[src/rtl/pht_gshare_pkg.sv]
// Shared LC-3b type/constant package: default sizing for the pattern history table.
package lc3b_types;

    localparam int PHT_CTR_W   = 2;
    localparam int PHT_INDEX_W = 7;
    localparam int PHT_GHR_W   = 7;

    typedef logic [PHT_INDEX_W-1:0] pht_index_t;

endpackage

[src/rtl/pht_gshare_ctr_next.sv]
// Saturating up/down counter next-state logic for one PHT entry, any width.
module pht_ctr_next #(
    parameter int CTR_W = 2
) (
    input  logic [CTR_W-1:0] ctr,
    input  logic             taken,
    output logic [CTR_W-1:0] ctr_next
);

    always_comb begin
        ctr_next = ctr;
        if (taken) begin
            if (ctr != '1) ctr_next = ctr + CTR_W'(1);
        end else begin
            if (ctr != '0) ctr_next = ctr - CTR_W'(1);
        end
    end

endmodule

[src/rtl/pht_gshare.sv]
// Pattern history table with optional gshare hashing (define PHT_GSHARE_EN).
// Lookup is combinational; training and history shift happen on resolved branches.
module pht_gshare
    import lc3b_types::*;
#(
    parameter int CTR_W   = PHT_CTR_W,
    parameter int INDEX_W = PHT_INDEX_W,
    parameter int GHR_W   = PHT_GHR_W,
    parameter int PC_W    = 16
) (
    input  logic               clk,
    input  logic               rst_n,
    input  logic [PC_W-1:0]    pred_pc,
    output logic               pred_taken,
    output logic [INDEX_W-1:0] pred_index,
    input  logic               upd_valid,
    input  logic [INDEX_W-1:0] upd_index,
    input  logic               upd_taken,
    output logic [GHR_W-1:0]   ghr
);

    localparam int NENT = 1 << INDEX_W;
    localparam logic [CTR_W-1:0] CTR_INIT = CTR_W'((1 << (CTR_W - 1)) - 1);

    logic [CTR_W-1:0]   w_table [NENT];
    logic [CTR_W-1:0]   w_ctr_next;
    logic [GHR_W-1:0]   r_ghr;
    logic [GHR_W-1:0]   w_ghr_next;
    logic [INDEX_W-1:0] w_bimodal;
    logic               w_unused;

    // Only one entry trains per cycle, so a single next-state block is shared.
    pht_ctr_next #(.CTR_W(CTR_W)) u_ctr_next (
        .ctr      (w_table[upd_index]),
        .taken    (upd_taken),
        .ctr_next (w_ctr_next)
    );

    for (genvar i = 0; i < NENT; i++) begin : g_entry
        logic [CTR_W-1:0] r_ctr;
        always_ff @(posedge clk or negedge rst_n) begin
            if (!rst_n)
                r_ctr <= CTR_INIT;
            else if (upd_valid && upd_index == INDEX_W'(i))
                r_ctr <= w_ctr_next;
        end
        assign w_table[i] = r_ctr;
    end

    if (GHR_W == 1) begin : g_ghr1
        assign w_ghr_next = upd_taken;
    end else begin : g_ghrn
        assign w_ghr_next = {r_ghr[GHR_W-2:0], upd_taken};
    end

    always_ff @(posedge clk or negedge rst_n) begin
        if (!rst_n)
            r_ghr <= '0;
        else if (upd_valid)
            r_ghr <= w_ghr_next;
    end

    // PC bit 0 is always zero for word-aligned instructions.
    assign w_bimodal = pred_pc[INDEX_W:1];

`ifdef PHT_GSHARE_EN
    assign pred_index = w_bimodal ^ INDEX_W'(r_ghr);
`else
    assign pred_index = w_bimodal;
`endif

    assign pred_taken = w_table[pred_index][CTR_W-1];
    assign ghr        = r_ghr;

    if (PC_W > INDEX_W + 1) begin : g_pc_hi
        assign w_unused = ^{pred_pc[PC_W-1:INDEX_W+1], pred_pc[0]};
    end else begin : g_pc_lo
        assign w_unused = pred_pc[0];
    end

endmodule

[config.mk]
export PLATFORM = sky130hd
export DESIGN_NAME = pht_gshare
export DESIGN_NICKNAME = d
export VERILOG_FILES = /design/src/rtl/pht_gshare_pkg.sv /design/src/rtl/pht_gshare_ctr_next.sv /design/src/rtl/pht_gshare.sv
export SDC_FILE = /design/constraint.sdc
export NUM_CORES = 1
export LEC_CHECK = 0
export ABC_AREA = 1
export CORE_MARGIN = 4
export CORE_UTILIZATION = 30
export DETAILED_ROUTE_END_ITERATION = 8
export HOLD_SLACK_MARGIN = 0.06
export MAX_ROUTING_LAYER = met4
export PLACE_DENSITY = 0.56
export SKIP_LAST_GASP = 1
export SLEW_MARGIN = 20
export SYNTH_ARGS = -nofsm -noshare
export SYNTH_HDL_FRONTEND = slang
export SYNTH_SLANG_ARGS = --single-unit
[constraint.sdc]
create_clock -name clk -period 2.5 [get_ports clk]
set_input_delay 0.5 -clock clk [delete_from_list [all_inputs] [get_ports clk]]
set_output_delay 0.5 -clock clk [all_outputs]
set_load 0.1 [all_outputs]
* After elaboration in Yosys (flattened, before gate mapping) *
Cells that the tools add are included.

operators by class
  add/subtract/negate cells = 2
  magnitude comparators = 2
  equality and inequality tests = 128
  mux-type cells = 9
  bitwise logic cells = 2
  reduce and logical (&&, ||, !) cells = 130

operator list
  kind                                                       number
  == test 7 bit (second input constant)                      64
  == test 7 x 6 -> 1 bit (second input constant)             32
  logical AND 1 bit                                          128
  == test 7 x 5 -> 1 bit (second input constant)             16
  == test 7 x 4 -> 1 bit (second input constant)             8
  binary-select mux 2 bit (select 7 bit)                     2
  == test 7 x 3 -> 1 bit (second input constant)             4
  greater-or-equal comparator 8 bit (second input constant)  2
  NOT 7 -> 8 bit                                             2
  == test 7 x 2 -> 1 bit (second input constant)             2
  2-to-1 mux 2 bit                                           7
  == test 7 x 1 -> 1 bit (second input constant)             1
  logical NOT 7 bit                                          1
  adder 2 x 1 -> 2 bit (second input constant)               1
  inequality test 2 bit (second input constant)              1
  nonzero test 2 bit                                         1
  subtractor 2 x 1 -> 2 bit (second input constant)          1

word-level totals
  flip-flop bits (word level) = 263
  bits of input ports = 27
  output and inout port bits = 15
  word-level logic and storage cells = 402

* Depth between registers and ports, before layout *
Gate-level depths: netlist of the first run.

  depth after elaboration = 7
  gate-level depth with buffers = 21
  depth with buffers taken out = 17

* By module *
From an unflattened synthesis of the first run, not the netlist that was laid out.

second synthesis, totals
  cell total of the unflattened synthesis = 1,952
  area, all modules = 14,032.2 um^2

by module, submodules not included
  module        instances  cells an instance  area an instance (um^2)  seq. area each (um^2)
  pht_gshare    1          1,946              14,007.2                 6,741.5
  pht_ctr_next  1          6                  25.0                     0.0

* Least setup slack after synthesis of the first run *
OpenSTA, ideal clock, no wires.

  path kind = in2out
  from = in pred_pc[1]
  to = out pred_taken
  data arrival time = 3,727 ps
  required time = 2,000 ps
  setup slack = -1,727 ps
  stages = 10
  path buffers = 2
  cell sequence = clkbuf_1 > clkbuf_1 > o21ai_0 > o22ai_1 > nor2_1 > o211ai_1 > nand3_1 > nand2_1 > inv_1 > o21ai_0

on the way
  word-level cells in the longest chain between the ends = 4

ends and longest elaborated chain
  item                                                  RTL line          RTL
  from (decl)                                           pht_gshare.sv:13  input logic [PC_W-1:0] pred_pc,
  NOT 7 -> 8 bit (not written as such)                  pht_gshare.sv:72  assign pred_taken = w_table[pred_index][CTR_W-1];
  binary-select mux 2 bit (select 7 bit)                pht_gshare.sv:72
  2-to-1 mux 2 bit (not written as such) (2 in series)  pht_gshare.sv:72
  to (decl)                                             pht_gshare.sv:14  output logic pred_taken,

Every way passes these cells. The select of a mux whose other input is x is not followed.

* Worst setup path in the final report of the first run *
Ends and elaborated chain as after synthesis.

==> results by group, run 1 <==
GRT
  – First-pass GRT wire length: approximately 92 mm
  – Global-route layer with the greatest usage: met2
  – GR Layer Usage met3: 0.04341
  – GRT Total Usage: 0.2263
  – GR Util met1: 0.3069
  – Initial antenna violation count: 0
  – M2 GR Usage: 0.3444
  – Grt total ovfl: 0
  – Largest net degree at the start of global routing: between 60 and 70
  – Vias in the first global route: approximately 15000

Floorplanning
  – Initial Util: 0.3040
  – Die area: ~55000 µm²
  – I/O pin count: 42
  – Die height: about 230 µm
  – Row count: approximately 80
  – Core area: ~50000 µm²
  – Die Wd: roughly 230 µm

Yosys
  – Ys Warns: 0
  – Seq/Total Area, Yosys: 0.4411
  – Cell taking the most area after synthesis: nand2_1
  – FF+latch count, synth: around 260
  – Syn_nets: between 2000 and 2500
  – Mean Syn Cell Area: between 6 and 7 µm²
  – Mapped cell area: 15280 µm²
  – Cells after Synth: 2310
  – Post-synth cell types: 30
  – Top post-synthesis cells by area: nand2_1 27%, dfrtp_1 22%, dfstp_2 22%
  – Share of the synthesized area in the top cell type: 0.2709

Job
  – Max cap viols: 0

Clocking
  – TritonCTS clock tree: built
  – CTS clock-pin slew for the worst setup and hold paths: about 0.05 ns
  – Clk sinks: 263
  – H-tree depth: 2
  – CTS buffer count: 34
  – Root Buffer: clkbuf_16
  – Worst-Skew Late Latency: 0.56 ns
  – Clock buffer depth: 3

Layout
  – # nets final: approximately 2500
  – Commonest cells after routing, fill and taps aside: 1094 x nand2_1, 210 x nor2_1, 199 x inv_1
  – Layout area overhead: 27.07%
  – # diodes: 0
  – Layout cells sized above 1: 0.1787
  – Number of fill cells in the layout: between 5000 and 6000
  – Utilization after layout: 0.3863
  – Most common cell after layout, fill and taps aside: nand2_1
  – Finished Layout Cells: roughly 3200

Power and ir drop
  – LEAKAGE: approximately 9.3 nW
  – Proportion of power drawn by the clock network: 0.415
  – Pwr Total: 11.95 mW
  – PwrDens: about 620 nW/µm²
  – Switching Fraction: 0.2942
  – Worst vdd ir: 0.6421 mV
  – P_sw: 3.514 mW
  – Comb pwr share: 0.173
  – Pint: approximately 8.4 mW
  – Seq pwr share: 0.412

Placement
  – Placed insts: between 3000 and 4000
  – Post-DP HPWL: around 40 mm
  – Last weighted congestion value of the routability-driven placer: 0.9555
  – Pre-CTS setup slack: -0.7465 ns
  – IO buf count: 32

Critical path
  – Worst reg2reg path depth: 18
  – Crit start category: input pin
  – Arr. time, crit path: about 2.3 ns
  – Crit Path Max Fanout: 22
  – CP Class: in2out
  – Worst Path Required: ~2 ns
  – Worst Setup End Kind: output port

Worst hold path
  – Hold Path Class: reg2reg
  – Hold Crit Depth: 2

STA
  – Clock Skews: between 0.02 and 0.025 ns
  – Final Cycle Share: 1.113
  – Final Max Slew Viols: 0
  – Worst slew margin: 0.6087
  – Final setup vio count: 1
  – WHS: about 0.46 ns
  – Fmax: about 0.36 GHz
  – Hold Vio Cnt, Final: 0
  – RSZ-0062 raised after global routing: true
  – Final worst path period need: 2.781 ns
  – Post-route setup slack: -0.2813 ns
  – Actual slew at the worst max-slew pin: between 0.5 and 0.6 ns

Outcome
  – Violated checks: setup timing
  – Run status: complete, but fails checks

Route
  – Antenna viol nets, final: 0
  – Wire per inst: ~19 µm
  – WL final: between 60 and 70 mm
  – Iter 0 DRT Violations: 1704
  – Vias: between 15000 and 20000
  – Drt drc: 0
  – Pre-Repair DR Iteration Count: 8
  – Routed vias/inst: between 5 and 6
power groups by stage:
stage          registers (mW)  clock network, mW  logic (mW)
2_1_floorplan            5.01                  0       0.962
3_3_place_gp             4.98                  0        1.82
3_5_place_dp             4.98                  0        1.85
4_1_cts                  4.92               5.04        1.98
5_1_grt                  4.96               5.23        2.21
6_report                 4.92               4.96        2.06
Yosys cell counts (all sizes together):
cell type  count
a21oi         20
nand4         27
o31ai          1
o221ai         1
nand2       1104
clkbuf        39
nand3        144
dfrtp        135
nand3b         1
a22oi         16
inv          207
clkinv         2
o211ai         8
dfstp        128
buf           84
or2            1
o21ai         98
nor2         220
o22ai         25
nor3          49
kinds of logic after synthesis:
family	after synthesis	synth area share
buffers and inverters	332	0.09497
AOI/OAI and AO/OA	169	0.06173
DFF	263	0.4411
and+or+nand+nor	1546	0.4022
area by class of cell:
cell class              count  area (µm²)  share of cell area
flip-flops and latches    263        6741              0.3471
multi-input cells        1715        7214              0.3715
repair buffers            243        2699              0.1390
clock inverters             8       68.82            0.003544
well taps                 672       840.8             0.04330
clock buffers              52        1052             0.05418
inverters                 209       803.3             0.04136
timing repair:
action	4_1_cts	5_1_grt
endpoints found under the hold margin	29	0
hold buffers	1	0
endpoints found under the setup margin	216	255
pin swaps	15	6
cloned	6	4
buffers inserted	14	2
resized for setup	46	20
metal layers:
layer / routed length [µm] / share of wire
met2: 27300 / 0.45
met3: 5379 / 0.088
met1: 26370 / 0.43
met4: 2115 / 0.035
met5: 0 / 0
state kept, by name, indices dropped and copies added (netlist names):
| register | cells |
|---|---|
| ghr | 7 |
| g_entry.r_ctr | 256 |
stage by stage:
stage | instance area (µm²) | TNS (ns)
floorplan | 15320 | 0
global placement | 17700 | -145.32
detailed placement | 17700 | -151.07
CTS | 19220 | -0.2774
global route | 19420 | -0.5576
finish | 19420 | -0.2813
critical path, stage by stage:
cell and delay (ns):
buf_6 0.14, clkinv_8 0.09, buf_12 0.17, buf_4 0.16, o21ai_0 0.15, o22ai_1 0.09
o211ai_1 0.23, o211ai_1 0.18, nand3_1 0.12, nand2_1 0.07, nand2_2 0.09, o21ai_4 0.10
buf_12 0.19
worst paths after layout:
path                                                         from                                end  slack [ns]
worst max-delay path                                   pred_pc[1]                         pred_taken       -0.28
worst min register to register  g_entry[113].r_ctr[0]$_DFFE_PN1P_  g_entry[113].r_ctr[0]$_DFFE_PN1P_        0.46
worst max register to register   g_entry[23].r_ctr[1]$_DFFE_PN0P_   g_entry[15].r_ctr[0]$_DFFE_PN1P_        0.19
worst min-delay path            g_entry[113].r_ctr[0]$_DFFE_PN1P_  g_entry[113].r_ctr[0]$_DFFE_PN1P_        0.46
min in group asynchronous                                   rst_n   g_entry[63].r_ctr[1]$_DFFE_PN0P_        0.53
max in group asynchronous                                   rst_n    g_entry[9].r_ctr[0]$_DFFE_PN1P_        1.23
No activity file was read; power rests on OpenSTA's default activity.
==> run 2: changes to the inputs <==
Settings changed: GPL_TIMING_DRIVEN set to 1, PLACE_DENSITY 0.56 to 0.53.
==> results by group, run 2 (synthesized netlist as in run 1, its figures left out) <==
Outcome
  – Run status: complete, but fails checks
  – Violated checks: setup timing

STA
  – Clock Skews: 0.02092 ns (-0.002561 ns)
  – Final setup vio count: 1 (unchanged)
  – Final Cycle Share: 1.117 (+0.004783)
  – Hold Vio Cnt, Final: 0 (unchanged)
  – Worst slew margin: 0.5561 (-0.05259)
  – Fmax: 0.3580 GHz (-0.43%)
  – Setup tns final: -0.2933 ns (-0.01196 ns)
  – RSZ-0062 raised after global routing: true
  – Post-route setup slack: -0.2933 ns (-0.01196 ns)
  – Final Max Slew Viols: 0 (unchanged)
  – Final worst path period need: 2.793 ns (+0.01196 ns)
  – Actual slew at the worst max-slew pin: 0.6658 ns (+0.07952 ns)
  – WHS: 0.4638 ns (+0.0008320 ns)

Clocking
  – Root Buffer: clkbuf_16
  – Clk sinks: 263 (unchanged)
  – Clock buffer depth: 3 (unchanged)
  – Worst-Skew Late Latency: 0.55 ns (about the same)
  – H-tree depth: 2 (unchanged)
  – CTS clock-pin slew for the worst setup and hold paths: 0.05 ns (about the same)
  – TritonCTS clock tree: built
  – CTS buffer count: 34 (unchanged)

Placement
  – Post-DP HPWL: 41.08 mm (+1.4%)
  – Pre-CTS setup slack: -0.7461 ns (+0.0003890 ns)
  – Last weighted congestion value of the routability-driven placer: 0.9431 (-1.3%)
  – IO buf count: 32 (unchanged)

Critical path
  – Arr. time, crit path: 2.29 ns (about the same)
  – Reg-to-reg critical path endpoint: g_entry[81].r_ctr[0]$_DFFE_PN1P_
  – Worst setup endpoint: pred_taken
  – Slowest cell on crit path: clkdlybuf4s50_1
  – Worst Setup End Kind: output port
  – Crit start category: input pin
  – Crit Path Max Fanout: 3 (-86%)
  – CP Class: in2out
  – Reg2reg setup slack: 0.22 ns (+0.03 ns)
  – Worst Setup SP: pred_pc[5]
  – Worst reg2reg path depth: 19 (+1)
  – Slowest stage delay, CP: 0.62 ns (+0.39 ns)
  – Reg-to-Reg Start: g_entry[92].r_ctr[1]$_DFFE_PN0P_
  – Worst Path Required: 2.00 ns (about the same)
  – Crit-path cells: clkdlybuf4s50_1 -> inv_1 -> buf_4 -> o211ai_1 -> nand3_1 -> nand2_1 -> nand2_2 -> o21ai_4 -> buf_12

Layout
  – Layout area overhead: 27.23%
  – Most common cell after layout, fill and taps aside: nand2_1
  – # diodes: 0 (unchanged)
  – Number of fill cells in the layout: 5268 (+0.34%)
  – Max FFs per register: 256 (unchanged)
  – Commonest cells after routing, fill and taps aside: 1095 x nand2_1, 205 x nor2_1, 198 x inv_1
  – Multi-input gate area: 7199 µm² (-0.21%)
  – # nets final: 2494 (+0.040%)
  – Layout cells sized above 1: 0.1801 (+0.001389)
  – Register Area: 6741 µm² (unchanged)
  – Biggest register: g_entry.r_ctr

Floorplanning
  – Die Wd: 233.7 µm (unchanged)
  – Die area: 54620 µm² (unchanged)
  – Die height: 233.7 µm (unchanged)
  – I/O pin count: 42 (unchanged)
  – Initial Util: 0.3040 (unchanged)
  – Core area: 50270 µm² (unchanged)
  – Row count: 82 (unchanged)

Route
  – Routed vias/inst: 5.035 (about the same)
  – Pre-Repair DR Iteration Count: 6 (-2)
  – WL final: 61.05 mm (-0.19%)
  – Iter 0 DRT Violations: 1763 (+3.5%)
  – Drt drc: 0 (unchanged)
  – Vias: 15940 (+0.14%)
  – Wire per inst: 19.29 µm (-0.28%)
  – Antenna viol nets, final: 0 (unchanged)

GRT
  – Global-route layer with the greatest usage: met2
  – M2 GR Usage: 0.3394 (-0.005011)
  – GR Util met1: 0.3140 (+0.007105)
  – Grt total ovfl: 0 (unchanged)
  – Vias in the first global route: 15270 (+1.7%)
  – First-pass GRT wire length: 92.95 mm (+1.1%)
  – Largest net degree at the start of global routing: 75 (+23%)
  – GR Layer Usage met3: 0.03573 (-0.007683)
  – Initial antenna violation count: 0 (unchanged)
  – GRT Total Usage: 0.2292 (+0.002871)

Power and ir drop
  – Worst vdd ir: 0.4777 mV (-26%)
  – PwrDens: 626.6 nW/µm² (+1.9%)
  – LEAKAGE: 9.337 nW (+0.28%)

Job
  – Max cap viols: 0 (unchanged)

Worst hold path
  – Hold Path Class: reg2reg
-- run 2: critical path: cells and delay by family --
| kind | cells | cell delay, ns |
|---|---|---|
| buffers and inverters | 4 | 1.20 |
| AND/OR/NAND/NOR | 3 | 0.32 |
| AO/OA/AOI/OAI | 2 | 0.25 |
-- run 2: repair_timing --
action,in CTS,in global routing
pin swaps,14,11
cloned,2,1
gates resized for setup,35,22
endpoints found under the setup margin,203,256
hold buffers,1,0
hold endpoints to repair,33,0
setup buffers,18,0
-- run 2: per-stage QoR --
stage	instances	power, mW	instance area, µm²	utilization
after floorplan	2310	5.971	15320	-
after global placement	3081	6.857	17890	0.3558
after detailed placement	3081	6.879	17890	0.3558
after CTS	3164	12.25	19350	0.3848
after global routing	3165	12.63	19440	0.3868
final	3165	12.18	19440	0.3868
-- run 2: layer usage --
metal  part of all wire  vias to the layer above
met1               0.44                     7636
met4              0.046                        0
met2               0.43                      680
met3              0.078                      154
li1                   -                     7465
met5                  0                        -
-- run 2: worst min path at each step --
stage                                 startpoint                                end  slack (ns)  cells after the start
2_1_floorplan                              rst_n    g_entry[0].r_ctr[1]$_DFFE_PN0P_        0.20                      0
3_3_place_gp    g_entry[82].r_ctr[0]$_DFFE_PN1P_   g_entry[82].r_ctr[0]$_DFFE_PN1P_        0.45                      2
3_5_place_dp    g_entry[72].r_ctr[0]$_DFFE_PN1P_   g_entry[72].r_ctr[0]$_DFFE_PN1P_        0.46                      2
4_1_cts         g_entry[69].r_ctr[0]$_DFFE_PN1P_   g_entry[69].r_ctr[0]$_DFFE_PN1P_        0.47                      2
5_1_grt        g_entry[119].r_ctr[0]$_DFFE_PN1P_  g_entry[119].r_ctr[0]$_DFFE_PN1P_        0.47                      2
6_report        g_entry[85].r_ctr[0]$_DFFE_PN1P_   g_entry[85].r_ctr[0]$_DFFE_PN1P_        0.46                      2
-- run 2: area by class of cell --
cell class,count,share of cell area
Clock buffer,55,0.05572
Multi-Input combinational cell,1715,0.3702
Timing Repair Buffer,244,0.1377
Clock inverter,7,0.005662
Inverter,209,0.04073
Sequential cell,263,0.3467
Tap cell,672,0.04324
-- run 2: power by group --
| group | internal [mW] | switching, mW | leakage, nW |
|---|---|---|---|
| registers | 4.70 | 0.228 | 3.18 |
| logic | 0.697 | 1.30 | 5.56 |
| clock network | 3.27 | 1.98 | 0.589 |
| total | 8.67 | 3.51 | 9.34 |
==> RTL edit 1 (config.mk and constraints of run 2) <==
Build with the macro `PHT_GSHARE_EN` defined.
--- a/src/rtl/pht_gshare.sv
+++ b/src/rtl/pht_gshare.sv
@@ -2,2 +2,4 @@
 // Lookup is combinational; training and history shift happen on resolved branches.
+`define PHT_GSHARE_EN
+
 module pht_gshare
Behaviour: not the same (Yosys sat finds a counterexample within 4 cycles, from zero or initial values and one cycle with rst_n low).
==> RTL edit 1 against run 2 <==
- the flow still finishes with violations (setup timing)
- fmax fell by 12%
- sequential share of layout area is 0.85 points lower
- core utilization grew 0.27 points
- hold slack better by 0.00073 ns
- power rose by 10%
- sequential cell count unchanged
- clock skew down 0.0014 ns
- cell area is 2.8% higher
- final cell count is 2.2% higher
- setup slack got worse by 0.37 ns
- synthesized area up 1.8%
- routed wire length fell by 0.82%
- critical path type is now flop to primary output
- critical endpoint unchanged
- largest cell class unchanged
- largest power group unchanged
==> RTL edit 1: results (changes against run 2) <==
[status]
status = complete, but fails checks
violations = setup timing

[detailed_routing]
first_pass_iters = 8  ; +2
first_iter_violations = 1635  ; -7.3%
post_drt_wl_per_cell_um = 18.7  ; -2.9%
drt_wl_total_mm = 60.6  ; -0.82%
dr_total_vias = 16052  ; +0.73%

[placement]
dp_cells = 3153  ; +2.3%
hpwl_mm = 42.0  ; +2.2%
port_buffers = 32  ; unchanged
place.gp.congestion = 0.949  ; +0.59%

[grt]
grt_use_met2 = 0.329  ; -0.0108
grt_usage = 0.219  ; -0.0105
grtUsageMet1 = 0.301  ; -0.0134
grtUsageMet3 = 0.0247  ; -0.0110
grt_pass1_vias = 15338  ; +0.47%
grt_max_degree = 76  ; +1.3%
grt_pass1_wl_mm = 92.8  ; -0.13%

[synth]
synth_area_leaders = nand2_1, dfrtp_1, dfstp_2
async_flop_share = 1.00  ; unchanged
ys.flop_type = dfrtp_1
syn_area_per_cell_um2 = 6.55  ; -1.0%
synthTopCellsByCount = nand2_1, inv_1, nand3_1
synth_nets = 2402  ; +2.8%
yosysUniqueCellTypes = 23  ; -23%
seq_area_frac_synth = 0.433  ; -0.00763

[clock_tree]
worstSkewPairLatency_ns = 0.55  ; about the same

[pwr]
ir_drop_mv = 0.440  ; -7.9%
p_leak_nw = 9.59  ; +2.7%

[worst_setup_path]
crit_family = simple AND/OR/NAND/NOR gates
cp_slowest_cell = dfrtp_4
r2r_cells = 18  ; -1
max_stage_delay_ns = 0.52  ; -0.10 ns
cp_max_fo = 8  ; +5
crit_arrival_ns = 2.66  ; +0.37 ns

[sta]
fin_setup_tns_ns = -0.659  ; -0.366 ns
setup_violations = 1  ; unchanged
relSlewSlack = 0.536  ; -0.0199
fin_ws_ns = -0.659  ; -0.366 ns
finalClockSkew_ns = 0.0195  ; -0.00141 ns

[cells_and_area]
fill_cells = 5371  ; +2.0%
fin_nets = 2556  ; +2.5%
drive_above_1_share = 0.181  ; +0.00118

[floorplanning]
core-area_um2 = 51300  ; +2.0%

==> RTL edit 1: tightest hold or removal path, cell delays in order (launching register included) <==
cell     delay, ns
dfstp_2       0.37
nand2_1       0.05
nand2_1       0.04
==> RTL edit 1: path summary, 6_finish.rpt <==
path	slack (ns)	to	startpoint
min	0.46	g_entry[67].r_ctr[0]$_DFFE_PN1P_	g_entry[67].r_ctr[0]$_DFFE_PN1P_
min reg2reg	0.46	g_entry[67].r_ctr[0]$_DFFE_PN1P_	g_entry[67].r_ctr[0]$_DFFE_PN1P_
min in group asynchronous	0.53	g_entry[8].r_ctr[1]$_DFFE_PN0P_	rst_n
max	-0.66	pred_taken	ghr[0]$_DFFE_PN0P_
max reg2reg	0.14	g_entry[94].r_ctr[0]$_DFFE_PN1P_	g_entry[53].r_ctr[1]$_DFFE_PN0P_
max in group asynchronous	1.11	g_entry[51].r_ctr[0]$_DFFE_PN1P_	rst_n
==> RTL edit 1: final cells by class <==
type	instances	area share
Sequential cell	263	0.338
Timing Repair Buffer	236	0.135
Clock buffer	51	0.0520
Multi-Input combinational cell	1767	0.379
Clock inverter	10	0.00902
Inverter	227	0.0435
Tap cell	680	0.0426
==> RTL edit 1: per-layer routing <==
metal | share of wire | routed length, µm
met1 | 0.44 | 26800
met2 | 0.45 | 27000
met3 | 0.070 | 4250
met4 | 0.042 | 2540
met5 | 0 | 0
==> RTL edit 1: logic make-up after synthesis <==
family                 after synthesis  share of synthesized area
AO/OA/AOI/OAI                      142                     0.0532
XOR/XNOR                             6                    0.00338
buffers and inverters              345                     0.0975
flip-flops                         263                      0.433
AND/OR/NAND/NOR                   1619                      0.412
==> RTL edit 1: per-stage QoR <==
step | worst slack [ns] | util | area (µm²) | hold slack [ns] | total power, mW
finish | -0.659 | 0.390 | 20000 | 0.465 | 13.4
detailed placement | -0.702 | 0.356 | 18300 | 0.456 | 7.84
global route | -0.751 | 0.390 | 20000 | 0.475 | 14.0
CTS | -0.649 | 0.383 | 19600 | 0.465 | 13.4
floorplan | -0.0419 | - | 15800 | 0.204 | 6.57
global placement | -0.701 | 0.356 | 18300 | 0.452 | 7.83
==> RTL edit 1: what timing repair did <==
item | CTS | global route
setup buffers | 1 | 9
setup endpoints to repair | 18 | 257
gates cloned | 3 | 7
hold buffers | 1 | 0
resized for setup | 12 | 45
hold endpoints to repair | 36 | 0
pin swaps | 4 | 27
==> RTL edit 1: where the power goes <==
group,total (mW),internal (mW),switching [mW]
clock network,5.39,3.39,2.00
registers,4.96,4.73,0.228
logic,3.08,1.15,1.93
==> RTL edit 2 (flow settings as in run 2) <==
Without the edit above. Reset style: synchronous (`rst_n`), changed in 2 clocked blocks.
--- a/src/rtl/pht_gshare.sv
+++ b/src/rtl/pht_gshare.sv
@@ -40,3 +40,3 @@
         logic [CTR_W-1:0] r_ctr;
-        always_ff @(posedge clk or negedge rst_n) begin
+        always_ff @(posedge clk) begin
             if (!rst_n)
@@ -55,3 +55,3 @@
 
-    always_ff @(posedge clk or negedge rst_n) begin
+    always_ff @(posedge clk) begin
         if (!rst_n)
Check against the original RTL: not equivalent (Yosys sat finds a counterexample within 4 cycles, from zero or initial values and one cycle with rst_n low; the reset may be asserted at any time).
==> RTL edit 2 against run 2 <==
- the flow still finishes with violations (setup timing)
- final cell count down 3.4%
- power down 11%
- fmax up 5.2%
- cell area down 5.8%
- clock skew up 0.0021 ns
- core utilization up 1.8 points
- hold slack better by 0.0031 ns
- sequential share of layout area down 5.8 points
- largest power group unchanged
- synthesized area down 10%
- setup slack better by 0.14 ns
- sequential cell count unchanged
- critical endpoint unchanged
- highest routed layer unchanged
- routed wire length down 8.5%
- clock power down 6.3%
==> RTL edit 2: results (changes against run 2) <==
[status]
status = complete, but fails checks
violations = setup timing

[synth]
synthTopCellsByCount = nand2_1, nor2_1, dfxtp_1
synth_area_leaders = dfxtp_1, nand2_1, nor2_1
ys.flop_type = dfxtp_1
async_flop_share = 0  ; -1.00
synth_nets = 2291  ; -2.0%
yosysUniqueCellTypes = 28  ; -6.7%
seq_area_frac_synth = 0.384  ; -0.0572
yosys_warnings = 0  ; unchanged

[cells_and_area]
fin_nets = 2460  ; -1.4%
fill_cells = 4751  ; -9.8%
largest_register_ffs = 256  ; unchanged
final_util = 0.405  ; +0.0177
drive_above_1_share = 0.164  ; -0.0156
largest-register = g_entry.r_ctr

[clock_tree]
htree_levels = 2  ; unchanged
cts.clk_slew.worst_paths_ns = 0.06
worstSkewPairLatency_ns = 0.54
cts_buffer_depth = 3  ; unchanged

[detailed_routing]
first_iter_violations = 1540  ; -13%
first_pass_iters = 5  ; -1
post_drt_wl_per_cell_um = 18.3  ; -5.2%
dr_total_vias = 15562  ; -2.3%

[placement]
place.gp.congestion = 0.931  ; -1.3%
port_buffers = 32  ; unchanged
hpwl_mm = 36.6  ; -11%
place_area_um2 = 16300  ; -8.9%

[sta]
setup_violations = 1  ; unchanged
worst_slew_pin_slew_ns = 0.690  ; +0.0246 ns
period_needed_ns = 2.66  ; -0.137 ns
finalClockSkew_ns = 0.0230  ; +0.00209 ns
fin_setup_tns_ns = -0.156  ; +0.137 ns
fin_ws_ns = -0.156  ; +0.137 ns

[grt]
grt_pass1_vias = 14174  ; -7.2%
grt_max_degree = 128  ; +71%
grt_usage = 0.221  ; -0.00798
antenna_found_initial = 0  ; unchanged
grt_pass1_wl_mm = 84.0  ; -9.7%

[worst_setup_path]
cp-startpoint = pred_pc[1]
r2r-end = g_entry[35].r_ctr[1]$_SDFFE_PN0P_
max_stage_delay_ns = 0.26  ; -0.36 ns
rrSetupSlack_ns = 0.37  ; +0.15 ns
r2r_start = g_entry[63].r_ctr[1]$_SDFFE_PN0P_
crit_arrival_ns = 2.16  ; -0.13 ns
r2r_cells = 16  ; -3
endpoint = pred_taken
cp_slowest_cell = o221ai_2
cp_max_fo = 7  ; +4

[pwr]
ir_drop_mv = 0.454  ; -5.0%
p_leak_nw = 8.03  ; -14%

[hold_path]
hold-path-endpoint = g_entry[18].r_ctr[0]$_SDFFE_PN1P_
hp-start = g_entry[18].r_ctr[0]$_SDFFE_PN1P_
hold_class = flop to flop

## RTL edit 2: through the flow
step | hold WS, ns | worst slack, ns | std cells
2_1_floorplan | 0.440 | 0.0400 | 2264
3_3_place_gp | 0.450 | -0.853 | 2967
3_5_place_dp | 0.453 | -0.873 | 2967
4_1_cts | 0.469 | -0.120 | 3045
5_1_grt | 0.490 | -0.213 | 3056
6_report | 0.467 | -0.156 | 3056
## RTL edit 2: what timing repair did
action,in CTS,in global routing
setup buffers,11,5
setup endpoints to repair,257,252
hold endpoints to repair,0,0
pin swaps,35,43
cloned,8,6
gates resized for setup,90,90
## RTL edit 2: critical path: cells and delay by family
kind	cells	cell delay, ns
buffers and inverters	5	0.65
AOI/OAI and AO/OA	3	0.53
and+or+nand+nor	5	0.45
## RTL edit 2: final cells by class
cell class / instances / share of cell area
inverters: 199 / 0.0423
clock buffers: 47 / 0.0536
repair buffers: 268 / 0.165
multi-input cells: 1667 / 0.403
flip-flops and latches: 263 / 0.289
clock inverters: 12 / 0.00683
well taps: 600 / 0.0410
## RTL edit 2: power breakdown
group	leakage [nW]	total, mW	internal [mW]	switching [mW]
combinational	5.36	1.72	0.622	1.09
sequential	2.14	4.23	4.22	0.0150
clock	0.538	4.93	2.95	1.98
## RTL edit 2: cell families (layout without fill, tap and decap cells)
family	after synthesis	after routing	share of synthesized area
simple gates	1144	1144	0.319
compound gates	523	523	0.197
buf+inv	334	526	0.100
flops	263	263	0.384
## RTL edit 2: routing by layer
| metal | vias to the layer above | wire length [µm] | GRT usage |
|---|---|---|---|
| li1 | 7505 | - | - |
| met1 | 7235 | 25000 | 0.303 |
| met2 | 675 | 24200 | 0.333 |
| met3 | 147 | 4230 | 0.0305 |
| met4 | 0 | 2450 | 0.0838 |
| met5 | - | 0 | - |
